File: src/rtl/kanji_rom_ctrl_pkg.sv
// ============================================================================
// Module   : kanji_rom_ctrl_pkg
// Purpose  : Shared types and constants for the kanji ROM controller.
// Revision : 1.0
// ============================================================================
`default_nettype none

package kanji_rom_ctrl_pkg;

  typedef enum logic [0:0] {
    ST_IDLE  = 1'b0,
    ST_FETCH = 1'b1
  } fetch_state_e;

  localparam int LEVEL_SPAN = 1 << 17;
  localparam int SIZE_UNIT  = 1 << 14;
  localparam int ADDR_W     = 27;
  localparam int OFS_W      = 17;

endpackage

`default_nettype wire

File: src/rtl/kanji_rom_ctrl_level.sv
// ============================================================================
// Module   : kanji_level
// Purpose  : One ROM level: offset register, one-byte read buffer and flags.
// Revision : 1.0
// ============================================================================
`default_nettype none

module kanji_level
  import kanji_rom_ctrl_pkg::*;
#(
  parameter int CHAR_BYTES = 32
) (
  input  logic             clk,
  input  logic             reset,
  input  logic             wr_lo_i,
  input  logic             wr_hi_i,
  input  logic             hangul_i,
  input  logic [6:0]       data_i,
  input  logic             rd_i,
  input  logic             issue_i,
  input  logic             ack_i,
  input  logic [7:0]       ram_data_i,
  output logic [OFS_W-1:0] ofs_o,
  output logic [7:0]       buf_o,
  output logic             valid_o,
  output logic             pend_o
);

  localparam int CB = $clog2(CHAR_BYTES);

  logic [OFS_W-1:0] ofs_q, ofs_d;
  logic [7:0]       buf_q, buf_d;
  logic             valid_q, valid_d;
  logic             pend_q, pend_d;
  logic             busy_q, busy_d;
  logic             stale_q, stale_d;
  logic             w_wr;

  assign w_wr = wr_lo_i | wr_hi_i;

  always_comb begin
    ofs_d   = ofs_q;
    buf_d   = buf_q;
    valid_d = valid_q;
    pend_d  = pend_q;
    busy_d  = busy_q;
    stale_d = stale_q;

    if (issue_i) begin
      pend_d = 1'b0;
      busy_d = 1'b1;
    end

    // A fetch whose level was re-addressed in flight returns an obsolete byte.
    if (ack_i) begin
      busy_d  = 1'b0;
      stale_d = 1'b0;
      if (!stale_q && !w_wr) begin
        buf_d   = ram_data_i;
        valid_d = 1'b1;
      end
    end

    if (rd_i) begin
      ofs_d[CB-1:0] = ofs_q[CB-1:0] + CB'(1);
      valid_d       = 1'b0;
      pend_d        = 1'b1;
    end

    if (wr_lo_i) begin
      ofs_d[4:0] = '0;
      if (hangul_i) begin
        ofs_d[11:5] = data_i[6:0];
      end else begin
        ofs_d[10:5] = data_i[5:0];
      end
    end

    if (wr_hi_i) begin
      ofs_d[16:11] = data_i[5:0];
      ofs_d[4:0]   = '0;
    end

    if (w_wr) begin
      valid_d = 1'b0;
      pend_d  = 1'b1;
      if (busy_q && !ack_i) begin
        stale_d = 1'b1;
      end
    end
  end

  always_ff @(posedge clk) begin
    if (reset) begin
      ofs_q   <= '0;
      buf_q   <= 8'hFF;
      valid_q <= 1'b0;
      pend_q  <= 1'b0;
      busy_q  <= 1'b0;
      stale_q <= 1'b0;
    end else begin
      ofs_q   <= ofs_d;
      buf_q   <= buf_d;
      valid_q <= valid_d;
      pend_q  <= pend_d;
      busy_q  <= busy_d;
      stale_q <= stale_d;
    end
  end

  assign ofs_o   = ofs_q;
  assign buf_o   = buf_q;
  assign valid_o = valid_q;
  assign pend_o  = pend_q;

endmodule

`default_nettype wire

File: src/rtl/kanji_rom_ctrl.sv
// ============================================================================
// Module   : kanji_rom_ctrl
// Purpose  : Kanji ROM IO-port front end fetching glyph bytes from SDRAM.
// Revision : 1.0
// ============================================================================
`default_nettype none

module kanji_rom_ctrl
  import kanji_rom_ctrl_pkg::*;
#(
  parameter int LEVELS     = 2,
  parameter int CHAR_BYTES = 32
) (
  input  logic                        clk,
  input  logic                        reset,
  input  logic                        req,
  input  logic                        wr,
  input  logic                        rd,
  input  logic [$clog2(2*LEVELS)-1:0] port_sel,
  input  logic [7:0]                  data_in,
  output logic [7:0]                  data_out,
  output logic                        wait_n,
  input  logic [ADDR_W-1:0]           ram_base,
  input  logic [7:0]                  ram_size,
  input  logic                        hangul,
  output logic                        ram_rd,
  output logic [ADDR_W-1:0]           ram_addr,
  input  logic                        ram_ack,
  input  logic [7:0]                  ram_data
);

  localparam int PSW       = $clog2(2*LEVELS);
  localparam int LIDX_W    = (LEVELS > 1) ? $clog2(LEVELS) : 1;
  localparam int LVL_UNITS = LEVEL_SPAN / SIZE_UNIT;

  fetch_state_e      state_q, state_d;
  logic [LIDX_W-1:0] sel_q, sel_d;
  logic [ADDR_W-1:0] addr_q, addr_d;

  logic [PSW-1:0]    w_lvl;
  logic [OFS_W-1:0]  w_ofs [LEVELS];
  logic [7:0]        w_buf [LEVELS];
  logic [LEVELS-1:0] w_valid, w_pend, w_present, w_hit;
  logic [LEVELS-1:0] w_wr_lo, w_wr_hi, w_rd_ok, w_issue, w_ack;
  logic              w_found;
  logic              unused_w;

  assign w_lvl    = port_sel >> 1;
  assign unused_w = data_in[7];

  always_comb begin
    w_hit     = '0;
    w_present = '0;
    w_wr_lo   = '0;
    w_wr_hi   = '0;
    w_rd_ok   = '0;
    for (int k = 0; k < LEVELS; k++) begin
      w_hit[k]     = (int'(w_lvl) == k);
      w_present[k] = (int'(ram_size) > k * LVL_UNITS);
      w_wr_lo[k]   = req & wr & w_hit[k] & ~port_sel[0];
      w_wr_hi[k]   = req & wr & w_hit[k] & port_sel[0];
      w_rd_ok[k]   = req & rd & w_hit[k] & port_sel[0] & w_present[k] & w_valid[k];
    end
  end

  always_comb begin
    data_out = 8'hFF;
    wait_n   = 1'b1;
    for (int k = 0; k < LEVELS; k++) begin
      if (rd && port_sel[0] && w_hit[k] && w_present[k]) begin
        if (w_valid[k]) begin
          data_out = w_buf[k];
        end else begin
          wait_n = 1'b0;
        end
      end
    end
  end

  for (genvar k = 0; k < LEVELS; k++) begin : g_level
    kanji_level #(
      .CHAR_BYTES (CHAR_BYTES)
    ) u_level (
      .clk        (clk),
      .reset      (reset),
      .wr_lo_i    (w_wr_lo[k]),
      .wr_hi_i    (w_wr_hi[k]),
      .hangul_i   ((k == 1) ? hangul : 1'b0),
      .data_i     (data_in[6:0]),
      .rd_i       (w_rd_ok[k]),
      .issue_i    (w_issue[k]),
      .ack_i      (w_ack[k]),
      .ram_data_i (ram_data),
      .ofs_o      (w_ofs[k]),
      .buf_o      (w_buf[k]),
      .valid_o    (w_valid[k]),
      .pend_o     (w_pend[k])
    );
  end

  // A level being addressed this cycle is skipped so the fetch sees its final offset.
  always_comb begin
    state_d = state_q;
    sel_d   = sel_q;
    addr_d  = addr_q;
    w_issue = '0;
    w_ack   = '0;
    w_found = 1'b0;
    case (state_q)
      ST_IDLE: begin
        for (int k = 0; k < LEVELS; k++) begin
          if (!w_found && w_pend[k] && w_present[k] && !(w_wr_lo[k] || w_wr_hi[k])) begin
            w_found    = 1'b1;
            w_issue[k] = 1'b1;
            sel_d      = LIDX_W'(k);
            addr_d     = ram_base + ADDR_W'(k * LEVEL_SPAN) + ADDR_W'(w_ofs[k]);
            state_d    = ST_FETCH;
          end
        end
      end
      ST_FETCH: begin
        if (ram_ack) begin
          for (int k = 0; k < LEVELS; k++) begin
            w_ack[k] = (sel_q == LIDX_W'(k));
          end
          state_d = ST_IDLE;
        end
      end
      default: state_d = ST_IDLE;
    endcase
  end

  always_ff @(posedge clk) begin
    if (reset) begin
      state_q <= ST_IDLE;
      sel_q   <= '0;
      addr_q  <= '1;
    end else begin
      state_q <= state_d;
      sel_q   <= sel_d;
      addr_q  <= addr_d;
    end
  end

  assign ram_rd   = (state_q == ST_FETCH);
  assign ram_addr = ram_rd ? addr_q : '1;

endmodule

`default_nettype wire

File: config.mk
export PLATFORM = sky130hd
export DESIGN_NAME = kanji_rom_ctrl
export DESIGN_NICKNAME = d
export VERILOG_FILES = /design/src/rtl/kanji_rom_ctrl_pkg.sv /design/src/rtl/kanji_rom_ctrl_level.sv /design/src/rtl/kanji_rom_ctrl.sv
export SDC_FILE = /design/constraint.sdc
export NUM_CORES = 1
export LEC_CHECK = 0
export ABC_AREA = 0
export BUFFER_PORTS_ARGS = -buffer_cell sky130_fd_sc_hd__buf_2
export CAP_MARGIN = 20
export CORE_UTILIZATION = 40
export CTS_BUF_LIST = sky130_fd_sc_hd__clkbuf_16
export DETAILED_ROUTE_END_ITERATION = 12
export PLACE_DENSITY = 0.61
export REMOVE_ABC_BUFFERS = 1
export SLEW_MARGIN = 15
export SYNTH_ARGS = -nofsm -noshare
export SYNTH_HDL_FRONTEND = slang
export SYNTH_SLANG_ARGS = --single-unit
File: constraint.sdc
create_clock -name clk -period 4.65 [get_ports clk]
set_clock_uncertainty 0.2 [all_clocks]
set_input_delay 1.1625 -clock clk [delete_from_list [all_inputs] [get_ports clk]]
set_output_delay 1.1625 -clock clk [all_outputs]
set_load 0.03 [all_outputs]
==> reports/qor.yml <==
synthesis:
  synth_compound_area_frac: 0.2557
  yosys_warnings: 0
  muxShareOfSynthArea: 0.03373
  ys_async_sr_fraction: 0
  synth_seq_cells: 87
  post-synth-top-area-cell: "dfxtp_1"
  synth_fa_ha_area_frac: 0.08433
  synth_top_family_by_area: "compound AO/OA/AOI/OAI gates"
  synth_cells: 758
  yosysSeqAreaShare: 0.2935
  synth-edff-count: 0
  yosysTopAreaCellShare: 0.2935
  synthSimpleGateAreaFrac: 0.2507
  yosys-top-cells-area: "dfxtp_1 29%, ha_1 7.6%, a21oi_1 6.7%, nand2_1 6.2%, nor2_1 4.4%"
  synth_cell_types: 75
  synthesis.area_um2: 5934
  synth.avg_cell_area_um2: 7.829
  synth_xor_area_frac: 0.04132
  synth_ff_type: "dfxtp_1"
status:
  status: "finished, final reports clean"
setup_path:
  cp_num_cells: 6
  worstSetupPathType: "primary input to output pin"
  required_ns: 3.29
  rr_endpoint: "addr_q[23]$_SDFFE_PP1P_"
  worstSetupStartpointType: "primary input"
  crit_buf_inv: 2
  endpoint: "data_out[6]"
  critPathSlowestCell: "or4_1"
  rr_worst_depth: 8
  crit_path_max_fanout: 9
  r2r_setup_slack_ns: 1.61
  cp_cell_sequence: "buf_2 > or4_1 > nor3_1 > or3_1 > o22a_1 > buf_2"
  cp.arrival_ns: 2.86
  crit_top_cell: "buf_2"
  critPathCaptureType: "output pin"
  crit_family: "simple AND/OR/NAND/NOR gates"
  crit_start: "ram_size[6]"
  slowest_delay_ns: 0.55
  timing.rr.start: "g_level[1].u_level.ofs_o[11]$_SDFFE_PP0P_"
worst_hold_path:
  worstHoldPathType: "register to register"
sta:
  max_freq_ghz: 0.2367
  final.setup.worst_slack_ns: 0.4250
  min_period_ns: 4.225
  fin_crit_sh: 0.9086
  hold_viol: 0
  rsz0062_at_grt: "false"
  slew_headroom: 0.3146
  worst_slew_pin_slew_ns: 1.024
  final.setup.tns_ns: 0
  setup_viol: 0
  slew_violations: 0
clock_network:
  cts_tree: "built"
  post_cts_resized: 0
  cts_hold_buf: 0
  clockBufferDepth: 2
  clock_sinks: 87
  post-cts-setup-buffers: 0
  clkTransAtPathRegs_ns: 0.07
  cts-buffers-inserted: 9
  htree_levels: 3
  root_buffer: "clkbuf_16"
  clk-insertion-delay-late_ns: 0.36
drt:
  vias: 5746
  firstDrtPassIters: 5
  drt_iter0_markers: 400
  drt-total-wl_mm: 16.53
  drt-vias-per-instance: 5.579
  postRouteAntennaNets: 0
  wire_per_inst_um: 16.05
  post-route-drc-count: 0
layout:
  fin_nets: 939
  layout_commonest_cell: "nand2_1"
  most-common-layout-cells: "98 x nand2_1, 95 x buf_2, 87 x dfxtp_1, 79 x a21oi_1, 70 x nor2_1"
  nFillCells: 1516
  area_delta_synth_final_pct: 15.60
  stdcell_count: 1030
  drive_gt1_frac: 0.1667
  diodes: 0
global_routing:
  antenna_found_initial: 0
  grt_pass1_vias: 5126
  grt_max_degree: 49
  grt-ovfl-total: 0
  grt_first_pass_wirelength_mm: 26.14
  grtUsageTotal: 0.2243
pwr:
  powerDensity_nw_per_um2: 264.7
  cellLeakagePower_nw: 2.707
  ir_drop_mv: 0.1485
  total_power_mw: 1.816
die:
  core_um2: 14480
  initial_core_util: 0.4099
  pin_count: 97
  die-area_um2: 15330
  die_x_um: 123.8
  fp-row-count: 44
  die_y_um: 123.8
placed_design:
  preCtsSetupSlack_ns: 0.4174
  gp_congestion: 0.9122
  dp_hpwl_mm: 12.71
  dp_cells: 1014
  port_buffers: 95
job:
  maxCapViolCount: 0
## cells in the mapped netlist (7+ instances only)
library cell and count:
xnor2_1 16, o22a_1 8, o21ai_0 36, clkbuf_1 21
a211oi_1 12, nor2_1 70, nor3_1 21, ha_1 36
dfxtp_1 87, nand2_1 98, nand4_1 7, mux2i_1 20
nand3_1 24, or3_1 10, inv_1 21, and3_1 11
nand2b_1 36, xor2_1 12, o21a_1 10, a21oi_1 79
## metal layers
| metal | vias to the layer above | track usage | routed length (um) |
|---|---|---|---|
| li1 | 2928 | - | - |
| met1 | 2637 | 0.3103 | 8108 |
| met2 | 164 | 0.3514 | 7265 |
| met3 | 17 | 0.03434 | 892 |
| met4 | 0 | 0.07982 | 261 |
| met5 | - | 0 | 0 |
## worst register-to-register path, stage by stage (launching register included)
cell and delay (ns):
dfxtp_1 0.33, ha_1 0.42, a21oi_1 0.27, nand2_1 0.08, a221o_1 0.32, nor3_1 0.54, a31oi_1 0.24, a2111oi_1 0.43
a211oi_1 0.09
## cell families after synthesis
logic type / after synthesis
AO/OA/AOI/OAI: 223
multiplexers: 20
flip-flops: 87
XOR/XNOR: 28
AND/OR/NAND/NOR: 306
adder cells (fa/ha/maj): 39
buffers and inverters: 55
## through the flow
step	util	hold slack, ns	area, um^2
final	0.4738	0.2553	6860
after global routing	0.4738	0.2863	6860
after CTS	0.4738	0.2582	6860
after detailed placement	0.4541	0.2464	6575
after global placement	0.4541	0.2413	6575
after floorplan	-	0.2229	5776
## sequential cells by signal, summed over array words and instances, names as in the netlist
name and cells:
g_level.u_level.ofs_o 34, addr_q 27, g_level.u_level.buf_o 16, g_level.u_level.busy_q 2
g_level.u_level.pend_o 2, g_level.u_level.stale_q 2, g_level.u_level.valid_o 2, ram_rd 1
sel_q 1
## worst min path at each step
| stage | start | endpoint | cells after the start |
|---|---|---|---|
| global placement | addr_q[1]$_SDFFE_PP1P_ | addr_q[1]$_SDFFE_PP1P_ | 1 |
| CTS | addr_q[1]$_SDFFE_PP1P_ | addr_q[1]$_SDFFE_PP1P_ | 1 |
| global route | g_level[0].u_level.ofs_o[15]$_SDFFE_PP0P_ | g_level[0].u_level.ofs_o[15]$_SDFFE_PP0P_ | 2 |
| detailed placement | addr_q[1]$_SDFFE_PP1P_ | addr_q[1]$_SDFFE_PP1P_ | 1 |
| floorplan | addr_q[7]$_SDFFE_PP1P_ | addr_q[7]$_SDFFE_PP1P_ | 2 |
| finish | addr_q[1]$_SDFFE_PP1P_ | addr_q[1]$_SDFFE_PP1P_ | 1 |
## where the power goes
group / total, mW / switching (mW) / internal [mW] / leakage (nW)
combinational: 0.310 / 0.192 / 0.118 / 1.86
sequential: 0.793 / 0.0168 / 0.776 / 0.708
clock: 0.714 / 0.340 / 0.374 / 0.138
## cell type report
class	count	area, um^2	area share
multi-input cells	616	3970	0.5787
inverters	22	82.58	0.01204
repair buffers	105	550.5	0.08025
flip-flops and latches	87	1742	0.2539
clock inverters	7	60.06	0.008754
well taps	184	230.2	0.03356
clock buffers	9	225.2	0.03283
Power figures use the tool's default switching activity.
